### src/rtl/operand_fetcher.sv
// Read-side master for the operand ROM: walks consecutive A/B word pairs from a
// base address and hands each pair to the arithmetic unit over valid/ready.
module operand_fetcher #(
  parameter int ADDRESS_WIDTH = 7,
  parameter int DATA_WIDTH    = 16
) (
  input  logic                     clk,
  input  logic                     reset,
  input  logic                     start,
  input  logic [ADDRESS_WIDTH-1:0] base_address,
  input  logic [ADDRESS_WIDTH-1:0] pair_count,
  output logic [ADDRESS_WIDTH-1:0] mem_address,
  output logic                     mem_ren,
  output logic                     mem_cen,
  input  logic [DATA_WIDTH-1:0]    mem_data,
  output logic [DATA_WIDTH-1:0]    op_a,
  output logic [DATA_WIDTH-1:0]    op_b,
  output logic                     op_valid,
  input  logic                     op_ready,
  output logic                     busy,
  output logic                     done
);

  typedef enum logic [2:0] {
    IDLE    = 3'd0,
    READ_A  = 3'd1,
    READ_B  = 3'd2,
    PRESENT = 3'd3,
    DONE    = 3'd4
  } state_e;

  state_e                   state_q, state_d;
  logic [ADDRESS_WIDTH-1:0] addr_q, addr_d;
  logic [ADDRESS_WIDTH-1:0] remaining_q, remaining_d;
  logic [ADDRESS_WIDTH-1:0] mem_address_q, mem_address_d;
  logic                     mem_en_q, mem_en_d;
  logic [DATA_WIDTH-1:0]    op_a_q, op_a_d;
  logic [DATA_WIDTH-1:0]    op_b_q, op_b_d;
  logic                     op_valid_q, op_valid_d;
  logic                     busy_q, busy_d;
  logic                     done_q, done_d;

  always_comb begin
    // NOTE: every _d gets a hold default first so no path through the case infers a latch.
    state_d       = state_q;
    addr_d        = addr_q;
    remaining_d   = remaining_q;
    mem_address_d = mem_address_q;
    op_a_d        = op_a_q;
    op_b_d        = op_b_q;

    case (state_q)
      IDLE: begin
        if (start) begin
          addr_d      = base_address;
          remaining_d = pair_count;
          state_d     = (pair_count == '0) ? DONE : READ_A;
        end
      end
      READ_A: begin
        op_a_d  = mem_data;
        addr_d  = addr_q + ADDRESS_WIDTH'(1);
        state_d = READ_B;
      end
      READ_B: begin
        op_b_d  = mem_data;
        addr_d  = addr_q + ADDRESS_WIDTH'(1);
        state_d = PRESENT;
      end
      PRESENT: begin
        if (op_ready) begin
          remaining_d = remaining_q - ADDRESS_WIDTH'(1);
          state_d     = (remaining_q == ADDRESS_WIDTH'(1)) ? DONE : READ_A;
        end
      end
      DONE:    state_d = IDLE;
      default: state_d = IDLE;
    endcase

    // Outputs are decoded from the next state so the registered copies line up
    // with the state they describe; the ROM address only moves when a read is issued.
    mem_en_d = (state_d == READ_A) || (state_d == READ_B);
    if (mem_en_d) mem_address_d = addr_d;
    op_valid_d = (state_d == PRESENT);
    busy_d     = (state_d != IDLE);
    done_d     = (state_d == DONE);
  end

  // NOTE: sequential state uses non-blocking assignments only, so every flop samples pre-edge values.
  always_ff @(posedge clk or posedge reset) begin
    if (reset) begin
      state_q       <= IDLE;
      addr_q        <= '0;
      remaining_q   <= '0;
      mem_address_q <= '0;
      mem_en_q      <= 1'b0;
      op_a_q        <= '0;
      op_b_q        <= '0;
      op_valid_q    <= 1'b0;
      busy_q        <= 1'b0;
      done_q        <= 1'b0;
    end else begin
      state_q       <= state_d;
      addr_q        <= addr_d;
      remaining_q   <= remaining_d;
      mem_address_q <= mem_address_d;
      mem_en_q      <= mem_en_d;
      op_a_q        <= op_a_d;
      op_b_q        <= op_b_d;
      op_valid_q    <= op_valid_d;
      busy_q        <= busy_d;
      done_q        <= done_d;
    end
  end

  assign mem_address = mem_address_q;
  assign mem_ren     = mem_en_q;
  assign mem_cen     = mem_en_q;
  assign op_a        = op_a_q;
  assign op_b        = op_b_q;
  assign op_valid    = op_valid_q;
  assign busy        = busy_q;
  assign done        = done_q;

endmodule
### config.mk
export PLATFORM = sky130hd
export DESIGN_NAME = operand_fetcher
export DESIGN_NICKNAME = d
export VERILOG_FILES = /design/src/rtl/operand_fetcher.sv
export SDC_FILE = /design/constraint.sdc
export NUM_CORES = 1
export LEC_CHECK = 0
export CORE_MARGIN = 8
export CORE_UTILIZATION = 42
export DETAILED_ROUTE_END_ITERATION = 10
export GPL_TIMING_DRIVEN = 1
export PLACE_DENSITY_LB_ADDON = 0.08
export SYNTH_ARGS = -nofsm -noshare
export SYNTH_HDL_FRONTEND = slang
export SYNTH_SLANG_ARGS = --single-unit
### constraint.sdc
create_clock -name clk -period 1.8 [get_ports clk]
set_clock_uncertainty 0.15 [all_clocks]
set_input_delay 0.36 -clock clk [delete_from_list [all_inputs] [get_ports clk]]
set_output_delay 0.36 -clock clk [all_outputs]
set_load 0.01 [all_outputs]
==> flow_summary.toml <==
[power]
max_ir_drop_vdd_mv = 1.07
total_leakage_power_nw = 1.81
p_per_area_nw_per_um2 = 1950

[finish]
area_growth_from_synthesis_to_layout_pct = 53.2
postLayoutCellArea_um2 = 4060
seqCellArea_um2 = 1510
design.final.nets = 367
final_layout_size_suffix_gt1_frac = 0.334
multiInputGateArea_um2 = 1130
insertedDiodeCount = 0
filler_cell_count = 488

[global_route]
grt_max_degree = 61
overflow = 0
first_global_vias = 2185
grt_pass1_wl_mm = 10.7
gr-usage-all-layers = 0.152
initial_antenna_violation_count = 0

[clock_network]
clk_root_buffer_cell = "clkbuf_8"
tritoncts = "yes"
reg_clk_slew_reported_paths_ps = 70
cts_made_buffers = 9
clkSinkCount = 60
clkLatencyLatePin_ps = 330
clock_tree.htree_level_count = 3
cts_buffer_depth = 2

[floorplanning]
coreArea_um2 = 6240
starting_utilization_of_the_core_area = 0.425
die-area_um2 = 9110
fp-row-count = 29
die_height_um = 95.5
ioPinCount = 78
fp.dieW_um = 95.5

[synth]
synth_top_area_share = 0.566
synthTopCellsByCount = "dfrtp_1 (60), mux2_2 (29), nor2_1 (14)"
synth_enable_flop_cells = 0
synth_sequential_area_ratio = 0.566
mapped_cells = 213
most_common_cell_in_the_synthesized_netlist = "dfrtp_1"
synth-warning-count = 0
synth_top_cells_by_area = "dfrtp_1 (57%), mux2_2 (12%), mux2_4 (4.0%)"
syn_area_um2 = 2650
postSynthRegisterBits = 60
primary_ff_master_synth = "dfrtp_1"
synth_largest_area_cell = "dfrtp_1"
synth_area_per_cell_um2 = 12.5
synth-async-reset-ratio = 1.00
syn_nets = 250
yosys.cell_types.count = 37

[timing]
holdWs_ps = 244
achievable-frequency_ghz = 0.514
post-route-worst-setup-slack_ps = -145
hold_violations = 0
timing_worst_slew_pin_value_ps = 343
rsz0062_at_grt = "true"
timing.final.max_slew_violations = 0
period_utilization = 1.08
max-slew-margin-rel = 0.771
finalWorstPathRequiredPeriod_ps = 1950
setup_viol = 7

[critical_path]
worstSetupStartpointType = "flip-flop"
cp-end-kind = "flip-flop"
regToRegSetupSlack_ps = -150
crit_path_max_fanout = 8
worst_ep_required_time_ps = 1870
worst-endpoint-arrival_ps = 2020
critical_path_class = "flip-flop to flip-flop"

[route]
drt_drc_violations_left = 0
initialDrtViolationCount = 68
via_per_inst = 5.09
total_number_of_vias = 2097
detail_route.first_pass.iterations = 4
drt.antenna.violating_nets = 0
totalWireLength_mm = 6.71
route.detailed.wl_per_inst_um = 16.3

[flow_run]
drv.max_cap_violation_count = 0

[worst_hold_path]
min-delay-path-class = "input pin to flip-flop"

[placed_design]
finalWeightedCongestion = 0.791
placed_area_um2 = 3700
hpwl_mm = 4.46
buffers_on_ports = 77

[run_status]
outcome = "finished with violations"
violated_checks = "setup timing"
metrics by stage:
stage	setup WS [ps]	instances	power, mW	TNS (ps)	util
finish	-145	412	7.93	-980	0.651
floorplan	-182	213	4.55	-2350	-
detailed placement	-870	388	6.33	-11320	0.592
CTS	-107	408	7.88	-695	0.640
global placement	-852	388	6.27	-11120	0.592
global route	-212	412	8.44	-1480	0.651
layout by cell type (no fill, tap or decap), drive strengths merged, types with 2 or more instances in the layout:
master / n
a21o: 2
a21oi: 9
a221o: 3
a22oi: 3
and3: 2
buf: 42
bufinv: 2
clkbuf: 10
clkdlybuf4s50: 63
clkinvlp: 4
dfrtp: 60
dlygate4sd2: 4
dlymetal6s2s: 7
ha: 3
inv: 5
mux2: 39
nand2: 12
nand3: 5
nand3b: 2
nor2: 14
nor3: 10
nor3b: 3
o211ai: 3
o21ai: 13
xnor2: 2
final timing paths:
path,startpoint,end,depth (start not counted)
hold / removal,pair_count[5],remaining_q[5],3
max in group asynchronous,reset,state_q[0],3
hold reg to reg,op_a[4],op_a[4],1
min in group asynchronous,reset,op_b[11],3
setup reg to reg,remaining_q[4],mem_address[1],5
setup / recovery,remaining_q[4],mem_address[1],5
routing by layer:
| metal | share of wire | wire length (um) | up-vias | global-route usage |
|---|---|---|---|---|
| li1 | - | - | 998 | - |
| met1 | 0.42 | 2830 | 1035 | 0.174 |
| met2 | 0.48 | 3240 | 56 | 0.240 |
| met3 | 0.083 | 560 | 8 | 0.0661 |
| met4 | 0.012 | 83 | 0 | 0.0730 |
| met5 | 0 | 0 | - | 0 |
power breakdown:
group / internal (mW) / total [mW] / switching (mW)
Sequential: 2.00 / 2.38 / 0.382
Combinational: 2.45 / 4.20 / 1.75
Clock: 0.814 / 1.35 / 0.538
registers in the layout (all words and copies together), names as in the netlist:
name,flops
op_a,16
done,1
mem_address,7
op_b,16
remaining_q,7
mem_cen,1
addr_q,7
state_q,3
busy,1
op_valid,1
cell families (layout without fill, tap and decap cells):
family	count (synthesis)	after routing	share of synthesized area
AOI/OAI and AO/OA	38	38	0.0906
adders and majority gates	3	3	0.0142
DFF	60	60	0.566
muxes	39	39	0.175
buffers and inverters	16	138	0.0354
and+or+nand+nor	55	55	0.112
xor gates and xnor gates	2	2	0.00660
area by class of cell:
type / count / share of cell area
Clock buffer: 10 / 0.0339
Clock inverter: 6 / 0.0216
Inverter: 6 / 0.00647
Multi-Input combinational cell: 137 / 0.277
Sequential cell: 60 / 0.370
Tap cell: 77 / 0.0237
Timing Repair Buffer: 116 / 0.267
worst max-delay path, stage by stage, from the launching register on:
cell     delay (ps)
dfrtp_1         400
nor3_2          210
nand4_1         130
a221o_1         340
a21o_4          280
mux2_4          310
what timing repair did:
item,in CTS,in global routing
setup endpoints to repair,16,41
gates cloned,0,2
buffers inserted,4,2
gates resized for setup,32,16
hold buffers,0,0
pin swaps,6,3
Note: power is estimated with default switching activity, not from simulation.
